===== config.mk =====
export PLATFORM = sky130hd
export DESIGN_NAME = vend_ctrl
export DESIGN_NICKNAME = d
export VERILOG_FILES = /design/src/rtl/vend_pkg.sv /design/src/rtl/vend_stock_bank.sv /design/src/rtl/vend_ctrl.sv
export SDC_FILE = /design/constraint.sdc
export NUM_CORES = 1
export LEC_CHECK = 0
export CORE_ASPECT_RATIO = 1.5
export CORE_MARGIN = 2
export CORE_UTILIZATION = 45
export CTS_CLUSTER_DIAMETER = 50
export DETAILED_ROUTE_END_ITERATION = 7
export HOLD_SLACK_MARGIN = 0.15
export MAX_ROUTING_LAYER = met4
export PLACE_DENSITY = 0.66
export RECOVER_POWER = 50
export SETUP_SLACK_MARGIN = 0.1
export SYNTH_ARGS = -nofsm -noshare
export SYNTH_HDL_FRONTEND = slang
export SYNTH_HIERARCHICAL = 1
export SYNTH_SLANG_ARGS = --single-unit

===== constraint.sdc =====
create_clock -name clock -period 4.4 [get_ports clock]
set_input_delay 0.88 -clock clock [delete_from_list [all_inputs] [get_ports clock]]
set_output_delay 0.88 -clock clock [all_outputs]
set_load 0.005 [all_outputs]

===== src/rtl/vend_pkg.sv =====
// Shared coin codes, price, FSM states and coin valuation for the vending controller.
package vend_pkg;

    localparam int unsigned ID_W    = 2;
    localparam int unsigned PRICE_Q = 4;

    localparam logic [1:0] COIN_25   = 2'b00;
    localparam logic [1:0] COIN_50   = 2'b01;
    localparam logic [1:0] COIN_100  = 2'b10;
    localparam logic [1:0] COIN_NONE = 2'b11;

    typedef enum logic [2:0] {
        IDLE,
        COLLECT,
        READY,
        DISPENSE,
        CHANGE,
        REFUND,
        CLEAR
    } state_t;

    // Value of a coin code in quarter-rupee units; no coin is worth nothing.
    function automatic logic [2:0] coin_quarters(input logic [1:0] code);
        logic [2:0] q;
        case (code)
            COIN_25:  q = 3'd1;
            COIN_50:  q = 3'd2;
            COIN_100: q = 3'd4;
            default:  q = 3'd0;
        endcase
        return q;
    endfunction

endpackage


===== src/rtl/vend_stock_bank.sv =====
// Per-product stock counters with reload, restock-to-full, decrement and zero-flag read.
module vend_stock_bank
    import vend_pkg::*;
#(
    parameter int unsigned NUM_PROD   = 4,
    parameter int unsigned STOCK_W    = 4,
    parameter int unsigned INIT_STOCK = 5
) (
    input  logic            clk,
    input  logic            rst_n,
    input  logic            init_en,
    input  logic            dec_en,
    input  logic [ID_W-1:0] dec_id,
    input  logic            restock_en,
    input  logic [ID_W-1:0] restock_id,
    input  logic [ID_W-1:0] rd_id,
    output logic            rd_zero
);

    logic [STOCK_W-1:0] stock_q [NUM_PROD];
    logic [STOCK_W-1:0] stock_d [NUM_PROD];

    // Next stock: reload wins, then restock, then a guarded decrement.
    always_comb begin
        for (int unsigned i = 0; i < NUM_PROD; i++) begin
            stock_d[i] = stock_q[i];
            if (init_en) begin
                stock_d[i] = STOCK_W'(INIT_STOCK);
            end else if (restock_en && restock_id == ID_W'(i)) begin
                stock_d[i] = '1;
            end else if (dec_en && dec_id == ID_W'(i) && stock_q[i] != '0) begin
                stock_d[i] = stock_q[i] - STOCK_W'(1);
            end
        end
    end

    // Zero-flag read; an id beyond the product range reads as empty.
    always_comb begin
        rd_zero = 1'b1;
        for (int unsigned i = 0; i < NUM_PROD; i++) begin
            if (rd_id == ID_W'(i)) begin
                rd_zero = (stock_q[i] == '0);
            end
        end
    end

    // Stock registers.
    always_ff @(posedge clk or negedge rst_n) begin
        if (!rst_n) begin
            for (int unsigned i = 0; i < NUM_PROD; i++) begin
                stock_q[i] <= STOCK_W'(INIT_STOCK);
            end
        end else begin
            stock_q <= stock_d;
        end
    end

endmodule


===== src/rtl/vend_ctrl.sv =====
// Vending sequencer: gates coins into coincol, tracks credit, runs the dispense
// handshake, issues change or refund and clears the collector.
module vend_ctrl
    import vend_pkg::*;
#(
    parameter int unsigned NUM_PROD   = 4,
    parameter int unsigned STOCK_W    = 4,
    parameter int unsigned INIT_STOCK = 5,
    parameter int unsigned TIMEOUT    = 200
) (
    input  logic       clock,
    input  logic       reset,
    input  logic [1:0] coin_in,
    output logic [1:0] coin_out,
    output logic       col_rst,
    input  logic       col_done,
    output logic       coin_reject,
    input  logic       cancel,
    input  logic       sel_valid,
    input  logic [1:0] sel_id,
    output logic       sold_out,
    output logic       disp_req,
    output logic [1:0] disp_id,
    input  logic       disp_ack,
    output logic       change_valid,
    output logic [2:0] change_q,
    input  logic       restock_valid,
    input  logic [1:0] restock_id,
    output logic       busy
);

    localparam int unsigned TMR_W = $clog2(TIMEOUT + 1);

    state_t           state_q, state_d;
    logic [2:0]       credit_q, credit_d;
    logic [TMR_W-1:0] timer_q, timer_d;
    logic [1:0]       disp_id_q, disp_id_d;
    logic             disp_req_q, disp_req_d;
    logic             sold_out_q, sold_out_d;
    logic             change_valid_q, change_valid_d;
    logic [2:0]       chg_amt_q, chg_amt_d;
    logic             col_rst_q, col_rst_d;
    logic             busy_q, busy_d;

    logic gate_open;
    logic coin_acc;
    logic timer_exp;
    logic sel_zero;
    logic dec_en;
    logic restock_en;

    // Coin gate; coin_out is forced idle while reset is held so coincol sees no coin.
    always_comb begin
        gate_open   = (state_q == IDLE || state_q == COLLECT) && !col_done;
        coin_acc    = gate_open && coin_in != COIN_NONE;
        coin_out    = (reset && gate_open) ? coin_in : COIN_NONE;
        coin_reject = reset && !gate_open && coin_in != COIN_NONE;
        timer_exp   = (timer_q == TMR_W'(TIMEOUT));
        restock_en  = restock_valid && state_q == IDLE;
    end

    // Next-state logic and the decrement strobe for the stock bank.
    always_comb begin
        state_d    = state_q;
        disp_id_d  = disp_id_q;
        sold_out_d = 1'b0;
        dec_en     = 1'b0;
        case (state_q)
            IDLE: begin
                if (coin_acc) state_d = COLLECT;
            end
            COLLECT: begin
                if (col_done)                 state_d = READY;
                else if (cancel || timer_exp) state_d = REFUND;
            end
            READY: begin
                if (cancel || timer_exp) begin
                    state_d = REFUND;
                end else if (sel_valid) begin
                    if (sel_zero) begin
                        sold_out_d = 1'b1;
                    end else begin
                        state_d   = DISPENSE;
                        disp_id_d = sel_id;
                    end
                end
            end
            DISPENSE: begin
                if (disp_ack) begin
                    dec_en  = 1'b1;
                    state_d = (credit_q > 3'(PRICE_Q)) ? CHANGE : CLEAR;
                end
            end
            CHANGE:  state_d = CLEAR;
            REFUND:  state_d = CLEAR;
            CLEAR:   state_d = IDLE;
            default: state_d = IDLE;
        endcase
    end

    // Credit and inactivity timer.
    always_comb begin
        credit_d = credit_q;
        if (state_q == CLEAR) begin
            credit_d = '0;
        end else if (coin_acc) begin
            credit_d = credit_q + coin_quarters(coin_in);
        end

        timer_d = timer_q;
        if (((state_d == COLLECT || state_d == READY) && state_d != state_q) || coin_acc) begin
            timer_d = '0;
        end else if ((state_q == COLLECT || state_q == READY) && !timer_exp) begin
            timer_d = timer_q + TMR_W'(1);
        end
    end

    // Registered outputs are decoded from the state being entered so they line up with it.
    always_comb begin
        disp_req_d     = (state_d == DISPENSE);
        col_rst_d      = (state_d == CLEAR);
        busy_d         = (state_d != IDLE);
        change_valid_d = (state_d == CHANGE) || (state_d == REFUND && credit_d != '0);
        chg_amt_d      = '0;
        if (state_d == CHANGE)      chg_amt_d = credit_d - 3'(PRICE_Q);
        else if (state_d == REFUND) chg_amt_d = credit_d;
    end

    // State, credit, timer and output registers.
    always_ff @(posedge clock or negedge reset) begin
        if (!reset) begin
            state_q        <= IDLE;
            credit_q       <= '0;
            timer_q        <= '0;
            disp_id_q      <= '0;
            disp_req_q     <= 1'b0;
            sold_out_q     <= 1'b0;
            change_valid_q <= 1'b0;
            chg_amt_q      <= '0;
            col_rst_q      <= 1'b0;
            busy_q         <= 1'b0;
        end else begin
            state_q        <= state_d;
            credit_q       <= credit_d;
            timer_q        <= timer_d;
            disp_id_q      <= disp_id_d;
            disp_req_q     <= disp_req_d;
            sold_out_q     <= sold_out_d;
            change_valid_q <= change_valid_d;
            chg_amt_q      <= chg_amt_d;
            col_rst_q      <= col_rst_d;
            busy_q         <= busy_d;
        end
    end

    // Holding reset low must also hold the collector in reset.
    assign col_rst      = col_rst_q | ~reset;
    assign disp_req     = disp_req_q;
    assign disp_id      = disp_id_q;
    assign sold_out     = sold_out_q;
    assign change_valid = change_valid_q;
    assign change_q     = chg_amt_q;
    assign busy         = busy_q;

    // The reload port is not needed: reset already restores the initial stock.
    vend_stock_bank #(
        .NUM_PROD   (NUM_PROD),
        .STOCK_W    (STOCK_W),
        .INIT_STOCK (INIT_STOCK)
    ) u_stock (
        .clk        (clock),
        .rst_n      (reset),
        .init_en    (1'b0),
        .dec_en     (dec_en),
        .dec_id     (disp_id_q),
        .restock_en (restock_en),
        .restock_id (restock_id),
        .rd_id      (sel_id),
        .rd_zero    (sel_zero)
    );

endmodule


# Yosys cells after proc, flatten, opt, wreduce, memory -nomap -nowiden
# Index checks and enable logic that the tools add are counted.
# word_totals
output_inout_bits	13
reg_bits	40
wordCells	141
# op_classes
reduce_logical	52
n_eq_ne	26
muxes	37
n_lt_le_gt_ge	1
n_bitwise	4
addsub	7
# ops
cell	count
2-to-1 mux 3 bit	13
2-to-1 mux 4 bit	8
logical AND 1 bit	21
equality test 3 bit, second input constant	6
zero test 4 bit	4
2-to-1 mux 8 bit	2
nonzero test 4 bit	4
subtractor 4 x 1 -> 4 bit, second input constant	4
case mux 3 bit (5 select lines)	1
equality test 2 bit, second input constant	7
equality test 3 x 2 -> 1 bit, second input constant	4
2-to-1 mux 1 bit	10
nonzero test 2 bit	5
case mux 3 bit (3 select lines)	1
adder 8 x 1 -> 8 bit, second input constant	1
equality test 2 x 1 -> 1 bit, second input constant	4
equality test 8 bit, second input constant	1
zero test 2 bit	4
equality test 3 x 1 -> 1 bit, second input constant	2
logical OR 1 bit	6
nonzero test 3 bit	2
2-to-1 mux 2 bit	2
AND reduction 4 bit	1
adder 3 bit	1
9 further kinds	13

# Longest topological paths before layout
# Gate-level depths: netlist (run 1).
# depth
word_depth	14
ltp_mapped	9

# By module
# Netlist (run 1), hierarchy kept.
# modules_own_cells
mod	n_inst	cells_per_inst	area_per_inst_um2
vend_ctrl	1	134	1318.8
vend_stock_bank	1	102	982.2

# Worst setup path before layout (run 1)
# Ideal clock, no wire load.
# synth_timing
path_kind	register -> register
startpoint	register u_stock/stock_q[9] (netlist bit)
endpoint	register timer_q[0]
n_path_buf	0
period_less_slack_ns	2.394
t_arrival_ns	2.256
slack_ns	2.006
stages_incl_launch_ff	10
cell_sequence	dfrtp_1 > inv_1 > ha_1 > nor3b_1 > mux4_2 > nor2b_1 > a211oi_1 > o21ai_1 > o41ai_4 > nor2_1
# synth_between
elab_chain_cells	13
word_cells_on_any_way	16
classes_between	eq/ne (3); mux (8); reduce/logical (5)
# synth_rtl
element	line	rtl
from (decl)	vend_stock_bank.sv:20	logic [STOCK_W-1:0] stock_q [NUM_PROD];
from (signal, indexed assignment)	vend_stock_bank.sv:51	stock_q[i] <= STOCK_W'(INIT_STOCK);
from (signal assigned)	vend_stock_bank.sv:54	stock_q <= stock_d;
zero test 4 bit *	vend_stock_bank.sv:42	rd_zero = (stock_q[i] == '0);
2-to-1 mux 1 bit * (3 in a row)	vend_stock_bank.sv:41	if (rd_id == ID_W'(i)) begin
named net sel_zero	vend_ctrl.sv:48	logic sel_zero;
2-to-1 mux 3 bit *	vend_ctrl.sv:80	if (sel_zero) begin
2-to-1 mux 3 bit *	vend_ctrl.sv:79	end else if (sel_valid) begin
2-to-1 mux 3 bit *	vend_ctrl.sv:77	if (cancel || timer_exp) begin
case mux 3 bit (5 select lines) *	vend_ctrl.sv:68	case (state_q)
named net state_d[0]	vend_ctrl.sv:34	state_t state_q, state_d;
equality test 3 x 1 -> 1 bit / equality test 3 x 2 -> 1 bit (equally long branches)	vend_ctrl.sv:111	if (((state_d == COLLECT || state_d == READY) && state_d != state_q) || coin_acc) begin
logical OR 1 bit	vend_ctrl.sv:111	
logical AND 1 bit *	vend_ctrl.sv:111	
logical OR 1 bit *	vend_ctrl.sv:111	
2-to-1 mux 8 bit / nonzero test 2 bit (equally long branches)	-	
to (signal assigned)	vend_ctrl.sv:145	timer_q <= timer_d;
to (decl)	vend_ctrl.sv:36	logic [TMR_W-1:0] timer_q, timer_d;
# Mark *: on every way through the listed nets, which the timed path passes. The rest lies on a longest branch.
# A chain may end at the register's enable or synchronous reset.

# Worst setup path in the final report (run 1)
# layout_timing
startpoint	input reset
endpoint	output coin_reject
# layout_between
elab_chain_cells	2
# layout_rtl
element	line	rtl
from (decl)	vend_ctrl.sv:12	input logic reset,
logical AND 1 bit (2 in a row)	vend_ctrl.sv:57	coin_reject = reset && !gate_open && coin_in != COIN_NONE;
to (decl)	vend_ctrl.sv:17	output logic coin_reject,
# No other way between the ends.

==> impl_metrics.ini, run 1 <==
[run_status]
run_status = completed

[clocking]
post_cts_buffers = 0
cts_max_path_buffers = 2
cts_buffers = 5
clock_sinks = 40
path_clk_slew_ps = 80
htreeDepth = 2
hold_buffers = 0
ctsResizeCount = 0
root_buffer = clkbuf_8
clock_latency_ps = 290
cts_tree = yes

[cells_and_area]
regArea_mm2 = 0.00101
area_delta_synth_final_pct = 17.9
layout_commonest_cell = dfrtp_1
fill_cells = 483
multi_input_area_mm2 = 0.00120
antenna_cells = 0
utilization = 0.555
drive_above_1_share = 0.104
stdcell_count = 334
nNetsFinal = 288
final_cell_mix = dfrtp_1 (32), inv_1 (20), nor2_1 (20)

[power_and_ir_drop]
powerDensity_mw_per_mm2 = 476
leakagePower_nw = 1.13
vdd_ir_drop_max_mv = 0.349

[setup_path]
crit_chain = clkbuf_1 -> nand2_1 -> nor2_1 -> clkdlybuf4s50_1
crit_fanout = 26
cp_slowest_cell = clkbuf_1
crit_type = input pin to output pin
critPathLaunchType = input pin
crit_arrival_ps = 2570
slowest_delay_ps = 950
required_ps = 3520
cp-end-kind = output pin

[grt]
overflow = 0
grt_use_total = 0.193
grt-busiest-layer = met2
met1_usage = 0.228
grt_pass1_wl_um = 8500
antenna_found_initial = 0
use_met2 = 0.335
grt_start_max_net_pins = 27
grt_pass1_vias = 1783
grt_util_met3 = 0.0347

[placement]
hpwl_um = 3530
gp_congestion = 0.817
portBuffers = 25
dpl.cell_count = 326
post-place-ws_ps = 1250

[route]
wl_per_cell_um = 14.4
wirelength_um = 4810
drtIter0Drc = 80
ant_nets = 0
via_per_inst = 5.48
firstDrtPassIters = 4
drc = 0
vias = 1830

[timing]
layout_setup_ws_ps = 948
holdWs_ps = 525
setup_viol = 0
tightest_slew_ps = 1330
max_freq_mhz = 290
fin_crit_sh = 0.785
rsz0062_at_grt = false
maxSlewViolCount = 0
fin_setup_tns_ps = 0
max_slew_margin = 0.113
min_period_ps = 3450
hold_viol_final = 0
fin_worst_skew_ps = 6.49

[synth]
async_flop_share = 1.00
synth_edf_count = 0
synth_cell_types = 52
synth_warnings = 6
syn_avg_cell_area_um2 = 9.75
synth_area_mm2 = 0.00230
yosysSeqAreaShare = 0.439
synth_seq_cells = 40
syn_inst = 236
synth_ff_type = dfrtp_1

[floorplanning]
core_mm2 = 0.00489
io_pins = 26
start_util = 0.471
num_rows = 31
die_y_um = 91.6
die_w_um = 62.4
die_area_mm2 = 0.00571

[hold_path]
hold_class = register to register

[flow_run]
cap_viol_max_count = 0
[metal layers]
| layer | part of all wire | up-vias |
|---|---|---|
| met3 | 0.025 | 4 |
| met4 | 0.0073 | 0 |
| met5 | 0 | - |
| met2 | 0.53 | 26 |
| met1 | 0.44 | 886 |
| li1 | - | 914 |
[metrics by stage]
step,instance area [um^2],power (mW)
floorplan,2310,0.890
global placement,2630,1.05
detailed placement,2630,1.05
CTS,2720,1.32
global route,2710,1.41
finish,2710,1.29
[cell usage after synthesis, types with 2 or more instances]
| library cell | instances | area [um^2] |
|---|---|---|
| or4_1 | 4 | 30.0 |
| dfrtp_1 | 32 | 801 |
| nand3_1 | 9 | 45.0 |
| nor3b_1 | 5 | 37.5 |
| or3_2 | 2 | 15.0 |
| xor2_1 | 4 | 35.0 |
| a21oi_1 | 6 | 30.0 |
| a211oi_1 | 2 | 15.0 |
| nand2_1 | 12 | 45.0 |
| and3_1 | 2 | 12.5 |
| xnor2_1 | 6 | 52.6 |
| nand2b_1 | 6 | 37.5 |
| dfstp_2 | 8 | 210 |
| o211a_1 | 2 | 20.0 |
| a311oi_1 | 2 | 17.5 |
| nor2b_1 | 7 | 43.8 |
| buf_2 | 3 | 15.0 |
| nand4_1 | 3 | 18.8 |
| ha_1 | 7 | 87.6 |
| o21ai_0 | 12 | 60.1 |
| inv_1 | 20 | 75.1 |
| a31oi_1 | 10 | 62.6 |
| and4_1 | 2 | 17.5 |
| mux2_2 | 2 | 22.5 |
| nand4b_1 | 2 | 17.5 |
| nor2_1 | 20 | 75.1 |
| nor3_1 | 3 | 15.0 |
| o21ai_1 | 2 | 10.0 |
| or3_1 | 9 | 56.3 |
| nand3b_1 | 7 | 52.6 |
| o211ai_1 | 4 | 30.0 |
[final cells by class]
| type | count | share of cell area |
|---|---|---|
| Inverter | 20 | 0.0277 |
| Timing Repair Buffer | 26 | 0.0913 |
| Tap cell | 66 | 0.0304 |
| Clock buffer | 6 | 0.0304 |
| Clock inverter | 2 | 0.00369 |
| Multi-Input combinational cell | 174 | 0.444 |
| Sequential cell | 40 | 0.373 |
[worst paths after layout]
check / cells past startpoint / slack (ps) / from / endpoint
worst max-delay path: 4 / 950 / reset / coin_reject
worst min-delay path: 2 / 520 / u_stock/stock_q[6]$_DFFE_PN1P_ / u_stock/stock_q[6]$_DFFE_PN1P_
worst max register to register: 9 / 1490 / u_stock/stock_q[9]$_DFFE_PN0P_ / timer_q[3]$_DFFE_PN0P_
worst min register to register: 2 / 520 / u_stock/stock_q[6]$_DFFE_PN1P_ / u_stock/stock_q[6]$_DFFE_PN1P_
max in group asynchronous: 2 / 1970 / reset / u_stock/stock_q[3]$_DFFE_PN0P_
min in group asynchronous: 1 / 870 / reset / u_stock/stock_q[13]$_DFFE_PN0P_
[power by group]
group / switching (mW) / internal [mW] / leakage, nW
Clock: 0.124 / 0.125 / 0.0510
Combinational: 0.264 / 0.229 / 0.573
Sequential: 0.104 / 0.446 / 0.510
Total: 0.492 / 0.800 / 1.13
[state kept, by name (all words and copies together) (netlist names)]
name	cells
disp_req	1
col_rst_q	1
change_valid	1
busy	1
state_q	3
credit_q	3
timer_q	8
u_stock/stock_q	16
disp_id	2
change_q	3
sold_out	1
[worst max-delay path, delay by kind of cell]
family        cells  cell delay [ps]
buf+inv           2             1460
simple gates      2              230
[logic make-up (layout without fill, tap and decap cells)]
kind of cell | count (synthesis) | in the layout | share of synthesized area
flip-flops | 40 | 40 | 0.439
AND/OR/NAND/NOR | 102 | 102 | 0.262
XOR/XNOR | 10 | 10 | 0.0381
adder cells (fa/ha/maj) | 8 | 8 | 0.0468
AO/OA/AOI/OAI | 48 | 48 | 0.152
multiplexers | 3 | 3 | 0.0196
buffers and inverters | 24 | 54 | 0.0408
other | 1 | 3 | 0.00163
Power figures use the tool's default switching activity.
==> run 2, diff against run 1 <==
==> constraint.sdc (replaced) <==
create_clock -name clock -period 3.5 [get_ports clock]
set_input_delay 0.7 -clock clock [delete_from_list [all_inputs] [get_ports clock]]
set_output_delay 0.7 -clock clock [all_outputs]
set_load 0.005 [all_outputs]
==> run 2 against run 1 <==
Effect of this change:
- core utilization grew 0.077 points
- sequential power is 26% higher
- hold slack got worse by 6.4 ps
- clock skew barely moved
- clock-buffer cell count unchanged
- power up 26%
- non-clock buffer count grew 1
- critical path type is now register to register
- largest power group unchanged
==> impl_metrics.ini, run 2 (synthesis results as in run 1) <==
[floorplanning]
io_pins = 26
die_y_um = 91.6
core_mm2 = 0.00489
die_area_mm2 = 0.00571
num_rows = 31
die_w_um = 62.4
start_util = 0.471

[route]
wirelength_um = 4920
firstDrtPassIters = 4
wl_per_cell_um = 14.7
vias = 1879
via_per_inst = 5.61
drc = 0
ant_nets = 0
drtIter0Drc = 89

[timing]
setup_viol = 0
min_period_ps = 2890
fin_crit_sh = 0.827
fin_worst_skew_ps = 6.82
fin_setup_tns_ps = 0
max_freq_mhz = 346
hold_viol_final = 0
maxSlewViolCount = 0
rsz0062_at_grt = false
max_slew_margin = 0.279
tightest_slew_ps = 1080

[setup_path]
slowest_delay_ps = 620
cp_slowest_cell = o41ai_4
crit_fanout = 8
cp-end-kind = register
critPathLaunchType = register
crit_arrival_ps = 3050
required_ps = 3650
crit_type = register to register
reg2reg_depth = 9
crit_chain = inv_1 -> ha_1 -> nor3b_1 -> mux4_2 -> nor2b_1 -> a211oi_1 -> o21ai_1 -> o41ai_4 -> nor2_1

[cells_and_area]
final_cell_mix = dfrtp_1 (32), inv_1 (20), nor2_1 (20)
layout_commonest_cell = dfrtp_1
drive_above_1_share = 0.104
largest_reg_flops = 16
top_register = u_stock/stock_q
area_delta_synth_final_pct = 18.1
biggestRegsByFlops = u_stock/stock_q x16, timer_q x8
antenna_cells = 0
nNetsFinal = 289

[grt]
grt_use_total = 0.188
grt_start_max_net_pins = 22
overflow = 0
antenna_found_initial = 0
grt_pass1_vias = 1794
grt_pass1_wl_um = 8340

[power_and_ir_drop]
powerDensity_mw_per_mm2 = 601
power.share.switching = 0.383
p_total_mw = 1.63
switchingPower_uw = 625
pwr-share-clk = 0.193
vdd_ir_drop_max_mv = 0.379
p_int_mw = 1.01
pwr-share-seq = 0.426
comb_power_share = 0.381
leakagePower_nw = 1.14

[placement]
gp_congestion = 0.832
hpwl_um = 3660
portBuffers = 25

[flow_run]
cap_viol_max_count = 0

[clocking]
post_cts_buffers = 0
path_clk_slew_ps = 80
cts_max_path_buffers = 2
cts_buffers = 5
cts_tree = yes
root_buffer = clkbuf_8
clock_sinks = 40
clock_latency_ps = 290
htreeDepth = 2
hold_buffers = 0
ctsResizeCount = 0

[hold_path]
hold-path-cell-count = 2
hold_class = register to register

[run_status]
run_status = completed
-- run 2: cell count changes in the layout (fill, tap and decap cells not counted), sizes merged --
cell,change
clkbuf,+1
clkdlybuf4s50,+1
dlygate4sd3,-1
-- run 2: stage by stage --
| stage | hold WS (ps) | cell area (um^2) | util | setup slack, ps | std cells |
|---|---|---|---|---|---|
| 2_1_floorplan | 404 | 2310 | - | 1110 | 238 |
| 3_3_place_gp | 501 | 2630 | 0.539 | 515 | 327 |
| 3_5_place_dp | 509 | 2630 | 0.539 | 522 | 327 |
| 4_1_cts | 495 | 2730 | 0.558 | 572 | 335 |
| 5_1_grt | 536 | 2720 | 0.556 | 283 | 335 |
| 6_report | 518 | 2720 | 0.556 | 606 | 335 |
-- run 2: cell type report --
cell class,instances,area [um^2]
Multi-Input combinational cell,174,1200
Sequential cell,40,1010
Clock inverter,2,10.0
Fill cell,472,2170
Inverter,20,75.1
Tap cell,66,82.6
Timing Repair Buffer,27,251
Clock buffer,6,82.6
-- run 2: worst paths after layout --
path	startpoint	endpoint	slack, ps
min in group asynchronous	reset	sold_out$_DFF_PN0_	910
setup reg to reg	u_stock/stock_q[9]$_DFFE_PN0P_	timer_q[2]$_DFFE_PN0P_	610
max in group asynchronous	reset	timer_q[3]$_DFFE_PN0P_	1900
hold / removal	u_stock/stock_q[12]$_DFFE_PN1P_	u_stock/stock_q[12]$_DFFE_PN1P_	520
hold reg to reg	u_stock/stock_q[12]$_DFFE_PN1P_	u_stock/stock_q[12]$_DFFE_PN1P_	520
setup / recovery	u_stock/stock_q[9]$_DFFE_PN0P_	timer_q[2]$_DFFE_PN0P_	610
-- run 2: critical path, delay by kind of cell, from the launching register on --
family	cells	cell delay, ps
buffers and inverters	1	70
adders and majority gates	1	150
muxes	1	400
DFF	1	370
AOI/OAI and AO/OA	3	1050
and+or+nand+nor	3	720
-- run 2: layer usage --
layer	track usage	vias up	wire length [um]
met5	-	-	0
met4	0.0574	0	65
met3	0.0397	6	188
met2	0.328	45	2620
met1	0.217	907	2050
li1	-	921	-
-- run 2: power by group through the flow --
| stage | clock network [mW] | logic (mW) | registers, mW |
|---|---|---|---|
| floorplan | 0 | 0.483 | 0.636 |
| CTS | 0.326 | 0.635 | 0.694 |
| finish | 0.315 | 0.621 | 0.695 |
| global placement | 0 | 0.623 | 0.702 |
| global route | 0.344 | 0.701 | 0.716 |
| detailed placement | 0 | 0.631 | 0.702 |
==> run 3, diff against run 2 <==
--- a/config.mk
+++ b/config.mk
@@ -12,7 +12,7 @@
 export DETAILED_ROUTE_END_ITERATION = 7
 export HOLD_SLACK_MARGIN = 0.15
 export MAX_ROUTING_LAYER = met4
-export PLACE_DENSITY = 0.66
+export PLACE_DENSITY = 0.69
 export RECOVER_POWER = 50
 export SETUP_SLACK_MARGIN = 0.1
 export SYNTH_ARGS = -nofsm -noshare
==> constraint.sdc (replaced) <==
create_clock -name clock -period 2.6 [get_ports clock]
set_input_delay 0.52 -clock clock [delete_from_list [all_inputs] [get_ports clock]]
set_output_delay 0.52 -clock clock [all_outputs]
set_load 0.005 [all_outputs]
==> run 3 against run 2 <==
Effect of this change:
- register-to-register slack worse by 350 ps
- clock-buffer cell count decreased by 1
- largest power group unchanged
- power rose by 47%
- setup slack got worse by 440 ps
==> impl_metrics.ini, run 3 (synthesis results as in run 1) <==
[timing]
max_slew_margin = 0.111
layout_setup_ws_ps = 167
min_period_ps = 2430
fin_crit_sh = 0.936
tightest_slew_ps = 1330
setup_viol = 0
max_freq_mhz = 411
maxSlewViolCount = 0
fin_worst_skew_ps = 10.5
rsz0062_at_grt = false
hold_viol_final = 0
holdWs_ps = 523

[grt]
grt_pass1_vias = 1942
grt_start_max_net_pins = 26
grt_pass1_wl_um = 8870
antenna_found_initial = 0
overflow = 0
grt_use_total = 0.198

[placement]
post-place-ws_ps = -36.5
place_area_mm2 = 0.00275
hpwl_um = 3830
dpl.cell_count = 342
portBuffers = 25
gp_congestion = 0.816

[floorplanning]
start_util = 0.471
die_w_um = 62.4
num_rows = 31
io_pins = 26
die_y_um = 91.6
core_mm2 = 0.00489
die_area_mm2 = 0.00571

[setup_path]
crit_type = input pin to output pin
critPathLaunchType = input pin
crit_fanout = 4
slowest_delay_ps = 500
cp_common_cell = clkdlybuf4s50_1
required_ps = 2080
crit_chain = clkdlybuf4s50_1 -> nor3_1 -> nand3b_1 -> clkdlybuf4s50_1
cp-end-kind = output pin
crit_family = buffers and inverters
cp_slowest_cell = clkdlybuf4s50_1
crit_arrival_ps = 1910
cp.buffers_inverters = 2

[route]
wirelength_um = 5170
drtIter0Drc = 66
drc = 0
via_per_inst = 5.60
ant_nets = 0
vias = 1967
firstDrtPassIters = 4
wl_per_cell_um = 14.7

[cells_and_area]
drive_above_1_share = 0.189
nNetsFinal = 305
area_delta_synth_final_pct = 26.4
final_cell_mix = dfrtp_1 (32), inv_1 (20), nor2_1 (20)
top_register = u_stock/stock_q
layout_commonest_cell = dfrtp_1
largest_reg_flops = 16
biggestRegsByFlops = u_stock/stock_q x16, timer_q x8
stdcell_count = 351
fill_cells = 448
utilization = 0.595
finalInstanceArea_mm2 = 0.00291
antenna_cells = 0

[clocking]
clock_latency_ps = 290
cts_buffers = 5
hold_buffers = 0
root_buffer = clkbuf_8
path_clk_slew_ps = 90
cts_max_path_buffers = 2
cts_tree = yes
htreeDepth = 2
clock_sinks = 40

[power_and_ir_drop]
vdd_ir_drop_max_mv = 0.686
leakagePower_nw = 1.22
powerDensity_mw_per_mm2 = 823

[run_status]
run_status = completed

[flow_run]
cap_viol_max_count = 0

[hold_path]
hold_class = register to register
==> run 3: changes by cell type in the layout (fill, tap and decap cells not counted), moves of 2 or more <==
cell      change
buf_4        +15
nor3b_2       +2
ha_1          -4
ha_2          +4
nor3b_4       +2
nor3b_1       -4
clkinv_2      -2
==> run 3: repair_timing <==
action,CTS,global route
endpoints found under the setup margin,9,10
setup buffers,0,1
pin swaps,0,1
resized for setup,1,12
==> run 3: layer usage <==
metal,part of all wire,routed length (um),vias to the layer above,global-route usage
met2,0.54,2780,31,0.353
met4,0.014,74,0,0.0685
met1,0.43,2210,976,0.224
met3,0.021,110,6,0.0335
li1,-,-,954,-
met5,0,0,-,-
==> run 3: per-stage QoR <==
| stage | total power [mW] | TNS [ps] |
|---|---|---|
| after floorplan | 1.51 | 0 |
| after global placement | 1.87 | 0 |
| after detailed placement | 1.88 | -274 |
| after CTS | 2.42 | 0 |
| after global routing | 2.58 | 0 |
| final | 2.39 | 0 |
==> run 3: path summary, 6_finish.rpt <==
| check | startpoint | end | slack, ps | cells past startpoint |
|---|---|---|---|---|
| max | col_done | coin_out[1] | 170 | 4 |
| min | u_stock/stock_q[12]$_DFFE_PN1P_ | u_stock/stock_q[12]$_DFFE_PN1P_ | 520 | 2 |
| max reg2reg | u_stock/stock_q[12]$_DFFE_PN1P_ | change_q[2]$_DFF_PN0_ | 260 | 10 |
| min reg2reg | u_stock/stock_q[12]$_DFFE_PN1P_ | u_stock/stock_q[12]$_DFFE_PN1P_ | 520 | 2 |
| max in group asynchronous | reset | u_stock/stock_q[1]$_DFFE_PN0P_ | 1020 | 2 |
| min in group asynchronous | reset | timer_q[6]$_DFFE_PN0P_ | 570 | 2 |
==> run 3: worst reg2reg max path: stages, from the launching register on <==
cell and delay [ps]:
dfstp_2 550, inv_1 50, ha_2 180, nor3b_4 160
mux4_2 490, nor2b_2 160, a211oi_2 70, o21ai_2 200
buf_4 170, xor2_1 140, nor2_1 50
==> run 3: cell type report <==
cell class                      instances  area, um^2  share of cell area
Sequential cell                        40        1010               0.348
Inverter                               20        75.1              0.0258
Clock buffer                            5        68.8              0.0237
Multi-Input combinational cell        174        1260               0.432
Tap cell                               66        82.6              0.0284
Clock inverter                          3        46.3              0.0159
Timing Repair Buffer                   43         368               0.126
==> run 3: where the power goes <==
| part | leakage [nW] | internal (mW) | switching, mW |
|---|---|---|---|
| registers | 0.510 | 0.755 | 0.182 |
| clock network | 0.0548 | 0.289 | 0.237 |
| logic | 0.651 | 0.457 | 0.474 |
